--- src/rtl/uart_reg_arb_if.sv ---
// Register-bus bundle between the SoC requesters, the arbiter and the UART
// register port. The arbiter takes the slave view; the requesters and the
// UART core together form the master view.
interface uart_reg_arb_if #(
   parameter int NR = 2
);
   // requester side
   logic [NR-1:0]   req_cs;
   logic [NR-1:0]   req_wr;
   logic [NR*4-1:0] req_addr;
   logic [NR*8-1:0] req_wdata;
   logic [NR-1:0]   req_be;
   logic [7:0]      req_rdata;
   logic [NR-1:0]   req_ack;

   // UART register side
   logic            reg_cs;
   logic            reg_wr;
   logic            reg_be;
   logic [3:0]      reg_addr;
   logic [7:0]      reg_wdata;
   logic [7:0]      reg_rdata;
   logic            reg_ack;

   modport slave (
      input  req_cs, req_wr, req_addr, req_wdata, req_be,
      output req_rdata, req_ack,
      output reg_cs, reg_wr, reg_be, reg_addr, reg_wdata,
      input  reg_rdata, reg_ack
   );

   modport master (
      output req_cs, req_wr, req_addr, req_wdata, req_be,
      input  req_rdata, req_ack,
      input  reg_cs, reg_wr, reg_be, reg_addr, reg_wdata,
      output reg_rdata, reg_ack
   );
endinterface

--- src/rtl/uart_reg_arb.sv ---
// Round-robin arbiter sharing the UART byte-wide register port among NR
// requesters. One access at a time: grant, hold the command until the UART
// acks (or the timeout expires), then pulse the winner's ack for one cycle.
//
// state     | meaning
// ----------+----------------------------------------------------------
// ST_IDLE   | no access in flight; pick a winner from req_cs
// ST_ACCESS | reg_cs high, command held, waiting for reg_ack / timeout
// ST_ACK    | req_ack[gnt_id] high for one cycle, advance the pointer
module uart_reg_arb #(
   parameter int NR     = 2,
   parameter int TO_CYC = 255
) (
   input  logic                    mclk,
   input  logic                    reset_n,
   uart_reg_arb_if.slave           bus,
   output logic [$clog2(NR)-1:0]   gnt_id,
   output logic                    to_err,
   input  logic                    to_clr
);

   localparam int GW = $clog2(NR);
   // a zero-width counter is not legal, so keep one bit when the timeout is off
   localparam int CW = (TO_CYC > 0) ? $clog2(TO_CYC + 1) : 1;
   localparam logic [CW-1:0] TO_LAST = CW'((TO_CYC > 0) ? TO_CYC - 1 : 0);
   localparam logic [GW:0]   NR_W    = (GW + 1)'(NR);
   localparam logic [GW-1:0] LAST_ID = GW'(NR - 1);

   typedef enum logic [1:0] {
      ST_IDLE,
      ST_ACCESS,
      ST_ACK
   } state_t;

   state_t          state;
   state_t          state_nxt;

   logic [GW-1:0]   ptr;
   logic [GW-1:0]   win_id;
   logic            win_vld;
   logic [GW:0]     cand;
   logic [CW-1:0]   to_cnt;
   logic            to_hit;
   logic            to_set;

   logic [3:0]      addr_arr  [NR];
   logic [7:0]      wdata_arr [NR];

   // unpack the flat per-requester address and data buses
   always_comb begin
      for (int i = 0; i < NR; i++) begin
         addr_arr[i]  = bus.req_addr[4*i +: 4];
         wdata_arr[i] = bus.req_wdata[8*i +: 8];
      end
   end

   // first requesting index at or above ptr, wrapping past NR-1
   always_comb begin
      win_vld = 1'b0;
      win_id  = ptr;
      cand    = '0;
      for (int k = 0; k < NR; k++) begin
         cand = {1'b0, ptr} + (GW + 1)'(k);
         if (cand >= NR_W) begin
            cand = cand - NR_W;
         end
         if (!win_vld && bus.req_cs[cand[GW-1:0]]) begin
            win_vld = 1'b1;
            win_id  = cand[GW-1:0];
         end
      end
   end

   // a timeout only counts when no ack arrives in the same cycle
   assign to_hit = (TO_CYC != 0) && (to_cnt == TO_LAST);
   assign to_set = (state == ST_ACCESS) && !bus.reg_ack && to_hit;

   // next-state decode
   always_comb begin
      state_nxt = state;
      case (state)
         ST_IDLE: begin
            if (win_vld) begin
               state_nxt = ST_ACCESS;
            end
         end
         ST_ACCESS: begin
            if (bus.reg_ack || to_hit) begin
               state_nxt = ST_ACK;
            end
         end
         ST_ACK: begin
            state_nxt = ST_IDLE;
         end
         default: begin
            state_nxt = ST_IDLE;
         end
      endcase
   end

   // state register
   always_ff @(posedge mclk or negedge reset_n) begin
      if (!reset_n) begin
         state <= ST_IDLE;
      end else begin
         state <= state_nxt;
      end
   end

   // registered bus outputs, grant bookkeeping and timeout counter
   always_ff @(posedge mclk or negedge reset_n) begin
      if (!reset_n) begin
         bus.reg_cs    <= 1'b0;
         bus.reg_wr    <= 1'b0;
         bus.reg_be    <= 1'b0;
         bus.reg_addr  <= '0;
         bus.reg_wdata <= '0;
         bus.req_rdata <= '0;
         bus.req_ack   <= '0;
         gnt_id        <= '0;
         ptr           <= '0;
         to_cnt        <= '0;
      end else begin
         bus.req_ack <= '0;
         case (state)
            ST_IDLE: begin
               if (win_vld) begin
                  bus.reg_cs    <= 1'b1;
                  bus.reg_wr    <= bus.req_wr[win_id];
                  bus.reg_be    <= bus.req_be[win_id];
                  bus.reg_addr  <= addr_arr[win_id];
                  bus.reg_wdata <= wdata_arr[win_id];
                  gnt_id        <= win_id;
                  to_cnt        <= '0;
               end
            end
            ST_ACCESS: begin
               if (to_cnt != {CW{1'b1}}) begin
                  to_cnt <= to_cnt + 1'b1;
               end
               if (bus.reg_ack) begin
                  bus.req_rdata       <= bus.reg_rdata;
                  bus.reg_cs          <= 1'b0;
                  bus.req_ack[gnt_id] <= 1'b1;
               end else if (to_hit) begin
                  bus.req_rdata       <= 8'hFF;
                  bus.reg_cs          <= 1'b0;
                  bus.req_ack[gnt_id] <= 1'b1;
               end
            end
            ST_ACK: begin
               if (gnt_id == LAST_ID) begin
                  ptr <= '0;
               end else begin
                  ptr <= gnt_id + 1'b1;
               end
            end
            default: begin
               bus.reg_cs <= 1'b0;
            end
         endcase
      end
   end

   // sticky timeout flag; a new timeout beats a simultaneous clear
   always_ff @(posedge mclk or negedge reset_n) begin
      if (!reset_n) begin
         to_err <= 1'b0;
      end else if (to_set) begin
         to_err <= 1'b1;
      end else if (to_clr) begin
         to_err <= 1'b0;
      end
   end

endmodule

--- src/flat_wrapper.sv ---
// flat-port wrapper written by rule: the top's interface ports become plain ports
module uart_reg_arb_flat 
#(
   parameter int NR     = 2,
   parameter int TO_CYC = 255
)
  (mclk, reset_n, gnt_id, to_err, to_clr, bus_req_cs, bus_req_wr, bus_req_addr, bus_req_wdata, bus_req_be, bus_req_rdata, bus_req_ack, bus_reg_cs, bus_reg_wr, bus_reg_be, bus_reg_addr, bus_reg_wdata, bus_reg_rdata, bus_reg_ack);
  uart_reg_arb_if #(.NR(NR)) bus_i ();
  input  logic mclk;
  input  logic reset_n;
  output logic [$clog2(NR)-1:0] gnt_id;
  output logic to_err;
  input  logic to_clr;
  input wire logic [$bits(bus_i.req_cs)-1:0] bus_req_cs;
  input wire logic [$bits(bus_i.req_wr)-1:0] bus_req_wr;
  input wire logic [$bits(bus_i.req_addr)-1:0] bus_req_addr;
  input wire logic [$bits(bus_i.req_wdata)-1:0] bus_req_wdata;
  input wire logic [$bits(bus_i.req_be)-1:0] bus_req_be;
  output wire logic [$bits(bus_i.req_rdata)-1:0] bus_req_rdata;
  output wire logic [$bits(bus_i.req_ack)-1:0] bus_req_ack;
  output wire logic [$bits(bus_i.reg_cs)-1:0] bus_reg_cs;
  output wire logic [$bits(bus_i.reg_wr)-1:0] bus_reg_wr;
  output wire logic [$bits(bus_i.reg_be)-1:0] bus_reg_be;
  output wire logic [$bits(bus_i.reg_addr)-1:0] bus_reg_addr;
  output wire logic [$bits(bus_i.reg_wdata)-1:0] bus_reg_wdata;
  input wire logic [$bits(bus_i.reg_rdata)-1:0] bus_reg_rdata;
  input wire logic [$bits(bus_i.reg_ack)-1:0] bus_reg_ack;
  assign bus_i.req_cs = bus_req_cs;
  assign bus_i.req_wr = bus_req_wr;
  assign bus_i.req_addr = bus_req_addr;
  assign bus_i.req_wdata = bus_req_wdata;
  assign bus_i.req_be = bus_req_be;
  assign bus_req_rdata = bus_i.req_rdata;
  assign bus_req_ack = bus_i.req_ack;
  assign bus_reg_cs = bus_i.reg_cs;
  assign bus_reg_wr = bus_i.reg_wr;
  assign bus_reg_be = bus_i.reg_be;
  assign bus_reg_addr = bus_i.reg_addr;
  assign bus_reg_wdata = bus_i.reg_wdata;
  assign bus_i.reg_rdata = bus_reg_rdata;
  assign bus_i.reg_ack = bus_reg_ack;
  uart_reg_arb #(.NR(NR), .TO_CYC(TO_CYC)) u_core (.mclk(mclk), .reset_n(reset_n), .bus(bus_i), .gnt_id(gnt_id), .to_err(to_err), .to_clr(to_clr));
endmodule
--- config.mk ---
export PLATFORM = sky130hd
export DESIGN_NAME = uart_reg_arb_flat
export DESIGN_NICKNAME = d
export VERILOG_FILES = /design/src/rtl/uart_reg_arb_if.sv /design/src/rtl/uart_reg_arb.sv /design/src/flat_wrapper.sv
export SDC_FILE = /design/constraint.sdc
export NUM_CORES = 1
export LEC_CHECK = 0
export CORE_ASPECT_RATIO = 1.4
export CORE_UTILIZATION = 30
export CTS_CLUSTER_DIAMETER = 120
export DETAILED_ROUTE_END_ITERATION = 12
export GPL_TIMING_DRIVEN = 0
export HOLD_SLACK_MARGIN = 0.02
export PLACE_DENSITY = 0.54
export SYNTH_ARGS = -nofsm -noshare
export SYNTH_HDL_FRONTEND = slang
export SYNTH_SLANG_ARGS = --single-unit
--- constraint.sdc ---
create_clock -name mclk -period 3.95 [get_ports mclk]
set_clock_uncertainty 0.1 [all_clocks]
set_input_delay 0.5925 -clock mclk [delete_from_list [all_inputs] [get_ports mclk]]
set_output_delay 0.5925 -clock mclk [all_outputs]
set_load 0.01 [all_outputs]
* Word level (Yosys, flattened, before mapping) *
Index checks and enable logic that the tools add are counted.

word-level totals
  register bits after elaboration = 38
  input port bits = 42
  output and inout port bits = 27
  logic and storage cells = 91

cells by class
  add/subtract/negate cells = 5
  order comparisons = 8
  equality and inequality tests = 8
  mux-type cells = 40
  bitwise logic cells = 2
  reductions and logical operators = 16

operators by type and width
  cell                                                                                 count
  8-bit two-way mux                                                                    7
  1-bit two-way mux                                                                    21
  8-bit case mux with 2 select lines                                                   1
  4-bit two-way mux                                                                    3
  2-bit two-way mux                                                                    5
  8-bit by 1-bit adder with 8-bit output, second input constant                        1
  8-bit equality test, second input constant                                           1
  1-bit by 2-bit < comparator with 1-bit output, second input constant                 4
  8-bit != test, second input constant                                                 1
  2-bit AND reduction                                                                  3
  3-bit AND reduction                                                                  2
  2-bit nonzero test                                                                   3
  2-bit greater-or-equal comparator, second input constant                             2
  1-bit logical AND                                                                    4
  2-bit != test, second input constant                                                 2
  2-bit case mux with 2 select lines                                                   1
  3-bit by 2-bit != test with 1-bit output, second input constant                      1
  1-bit case mux with 3 select lines                                                   1
  1-bit by 1-bit adder with 2-bit output, second input constant                        1
  2-bit by 1-bit equality test with 1-bit output, second input constant                1
  2-bit equality test, second input constant                                           1
  1-bit by 2-bit greater-or-equal comparator with 1-bit output, second input constant  1
  1-bit zero test                                                                      2
  2-bit zero test                                                                      1
  other kinds (8)                                                                      9

* Logic depth before layout (Yosys ltp) *
  word-level depth = 12
  mapped depth = 6
  gate-level depth less buffers = 5

* Worst setup path after synthesis *
OpenSTA, ideal clock, no wires.

  kind = input-to-reg
  start = input bus_req_cs[1]
  end = register u_core.bus.reg_addr[3]
  arrival = 1.200 ns
  required time = 3.721 ns
  path slack = 2.520 ns
  stages = 5
  cell sequence = buf_4 inv_2 buf_2 o2111ai_1 nand3_1

between the ends
  cells in the longest elaborated chain, start to end = 10
  elaborated cells on any way between the ends = 15
  those cells by class = mux (11); bitwise (1); reduce/logical (3)

RTL lines
  what                                                    line                   text
  from (decl)                                             flat_wrapper.sv:14     input wire logic [$bits(bus_i.req_cs)-1:0] bus_req_cs;
  1-bit two-way mux (implied by the code) (2 in series)   uart_reg_arb.sv:67     if (!win_vld && bus.req_cs[cand[GW-1:0]]) begin
  1-bit two-way mux                                       uart_reg_arb.sv:67
  1-bit zero test                                         uart_reg_arb.sv:67
  1-bit logical AND                                       uart_reg_arb.sv:67
  1-bit two-way mux                                       uart_reg_arb.sv:67
  1-bit inverter with 2-bit output (implied by the code)  uart_reg_arb.sv:131    bus.reg_addr <= addr_arr[win_id];
  4-bit two-way mux (implied by the code) (3 in series)   uart_reg_arb.sv:131
  to (signal assigned)                                    uart_reg_arb.sv:131
  to (decl)                                               uart_reg_arb_if.sv:28  output reg_cs, reg_wr, reg_be, reg_addr, reg_wdata,

Several ways; a longest one is shown, not always the timed one. The select of a mux whose other input is x is not followed.
A chain may end at the register's enable or synchronous reset.

* Worst setup path in the final report *
  start = register u_core.gnt_id
  end = output gnt_id

RTL lines
  what                    line                 text
  from (decl)             uart_reg_arb.sv:17   output logic [$clog2(NR)-1:0] gnt_id,
  from (signal assigned)  uart_reg_arb.sv:133  gnt_id <= win_id;
  to (decl)               flat_wrapper.sv:11   output logic [$clog2(NR)-1:0] gnt_id;

No word-level cell between the ends.

==> results.md <==
- Ys Warns: 0
- Maximum root-to-sink buffer count: 2
- DP HPWL: 4180 um
- DRC viols: 0
- Yosys top cell area share: 46.0%
- Final Slew Violations: 0
- Post-cts resize count: 0
- FMAX: 504 MHz
- Slew HR: 68.2%
- Worst path max stage delay: 0.57 ns
- Die Span Y: 100 um
- Crit Path Category: flop to output port
- LEAKAGE: 1.22 nW
- Syn_area_per_cell: 10.3 um2
- Crit-path slowest cell: clkdlybuf4s50_1
- Diode count: 0
- Initial antenna violation count: 0
- Top FF cell, synth: dfrtp_1
- Clk_lat worst skew: 0.29 ns
- Clock-pin slew on the worst setup and hold paths: 0.08 ns
- Family with the most delay on the worst path: buffers and inverters
- Nets@finish: 318
- Input/output buffers: 66
- Status: complete, no violations
- Tmin final: 1.98 ns
- Post-CTS setup buffer count: 0
- Die Width: 72.2 um
- Root buffer cell: clkbuf_8
- CTS tree: done
- Num rows: 35
- # IOs: 69
- RD Place Congestion: 0.740
- Critical path buffers and inverters: 1
- Worst Setup End Kind: output port
- #FFs+latches synth: 38
- Initial Utilization: 31.3%
- Fin crit share: 50.2%
- Total number of vias: 1881
- Final setup TNS: 0 ns
- Mapped Area: 2070 um2
- Asr flop ratio synth: 100%
- CTS Buf Count: 5
- Worst hold path type: input port to async pin
- Final ANT Viol Nets: 0
- Layout cell share with drive strength beyond 1: 16.4%
- First-pass GRT wire length: 9440 um
- Hold_buf cts: 0
- Fill cell count: 654
- Grt ovf: 0
- Core Region: 6610 um2
- Dpl ws: 2.06 ns
- Arr. time, crit path: 1.29 ns
- Setup violators final: 0
- Detailed-route wire length per cell: 15.8 um
- Commonest cells in the netlist: dfrtp_1 (38), o2111ai_1 (28), o21ai_0 (20)
- Worst vdd ir: 259 uV
- GRT Overall Usage: 16.9%
- DRT Wirelength: 5790 um
- Vias per cell: 5.13
- Drt pass-1 iters: 4
- Seq/Total Area, Yosys: 46.0%
- Crit-path cells: clkdlybuf4s50_1
- Cell with the most instances after synthesis: dfrtp_1
- Area leader, netlist: dfrtp_1
- H-tree Lvls: 2
- RSZ-0062 raised after global routing: no
- Post-synth net total: 244
- Number of enable flip-flop cells after synthesis: 0
- Critical Path RT: 3.26 ns
- Synth area leaders: dfrtp_1 (46%), o2111ai_1 (12%), o21ai_0 (4.8%)
- Final hold vios: 0
- Number of global-route vias before repair: 1908
- Unique masters post-synth: 37
- Largest net degree at the start of global routing: 28
- Layout area overhead: 42.8%
- CTS sink count: 38
- CP Max Fanout: 5
- Final setup margin: 1.97 ns
- Die area: 7230 um2
- Cell Pwr Density: 654 nW/um2
- Setup crit start kind: flop
- First DRT Iteration DRCs: 69
- MaxCap Viol Count: 0
- Worst-Margin Slew: 0.477 ns
- Cell count after synthesis: 200
registers in the layout, summed over array words and instances, names as in the netlist:
signal	count
u_core.bus.reg_addr	4
u_core.ptr	1
u_core.state	2
u_core.bus.reg_cs	1
u_core.gnt_id	1
u_core.bus.reg_be	1
u_core.bus.req_rdata	8
u_core.to_cnt	8
u_core.bus.req_ack	2
u_core.bus.reg_wdata	8
u_core.to_err	1
u_core.bus.reg_wr	1
layout by cell type (no fill, tap or decap), types with 2 or more instances in the layout:
master | Yosys | routed
clkdlybuf4s50_1 | 0 | 65
dfrtp_1 | 38 | 38
o2111ai_1 | 28 | 28
o21ai_0 | 20 | 20
nand3_1 | 16 | 16
inv_1 | 13 | 13
a21oi_2 | 9 | 9
o22ai_1 | 9 | 9
mux2i_1 | 6 | 6
buf_2 | 5 | 6
clkbuf_8 | 0 | 6
buf_6 | 5 | 5
clkbuf_1 | 5 | 5
buf_4 | 4 | 4
nand2_1 | 4 | 4
a21oi_1 | 4 | 4
nand4_1 | 3 | 3
nor2_1 | 3 | 3
and4_4 | 2 | 2
nor3_2 | 2 | 2
and3_1 | 2 | 2
o21ai_1 | 2 | 2
inv_2 | 2 | 2
o211ai_1 | 2 | 2
ha_1 | 2 | 2
logic make-up (layout without fill, tap and decap cells):
family                   after synthesis  after routing  share of synthesized area, %
AO/OA/AOI/OAI                         83             83                          29.8
adder cells (fa/ha/maj)                2              2                          1.21
buffers and inverters                 34            109                          9.01
flip-flops                            38             38                          46.0
multiplexers                           6              6                          2.90
AND/OR/NAND/NOR                       37             37                          11.1
layer usage:
metal	vias up	global-route usage [%]	wire length [um]	part of all wire (%)
met1	893	21.4	2600	45
met2	63	28.0	2810	49
met5	-	0	0	0
li1	920	-	-	-
met4	0	5.43	72	1.2
met3	5	4.12	305	5.3
stage by stage:
step	hold slack, ns	utilization (%)	cells	power (mW)	cell area (um2)
2_1_floorplan	0.197	-	200	1.21	2070
3_3_place_gp	0.402	43.0	358	1.64	2840
3_5_place_dp	0.401	43.2	359	1.66	2860
4_1_cts	0.0893	44.7	367	1.95	2950
5_1_grt	0.0963	44.7	367	2.07	2950
6_report	0.0750	44.7	367	1.93	2950
layout make-up:
cell class	instances	area [um2]	area share, %
repair buffers	67	676	22.9
flip-flops and latches	38	951	32.2
well taps	92	115	3.90
plain buffers	19	130	4.40
inverters	15	56.3	1.91
clock inverters	2	12.5	0.424
clock buffers	6	82.6	2.80
multi-input cells	128	931	31.5
power by group:
part	leakage, nW	internal (mW)	switching [mW]
combinational	0.689	0.483	0.497
sequential	0.481	0.543	0.119
clock	0.0472	0.140	0.149
final timing paths:
path / from / to / slack (ns) / cells past startpoint
max in group asynchronous: reset_n / u_core.bus.req_rdata[1] / 3.23 / 2
min reg2reg: u_core.bus.reg_wdata[7] / u_core.bus.reg_wdata[7] / 0.42 / 2
max: u_core.gnt_id / gnt_id / 1.97 / 1
min: reset_n / u_core.to_cnt[5] / 0.08 / 1
min in group mclk: u_core.bus.reg_wdata[7] / u_core.bus.reg_wdata[7] / 0.42 / 2
max reg2reg: u_core.to_cnt[0] / u_core.bus.req_rdata[7] / 2.42 / 6
Note: power is estimated with default switching activity, not from simulation.
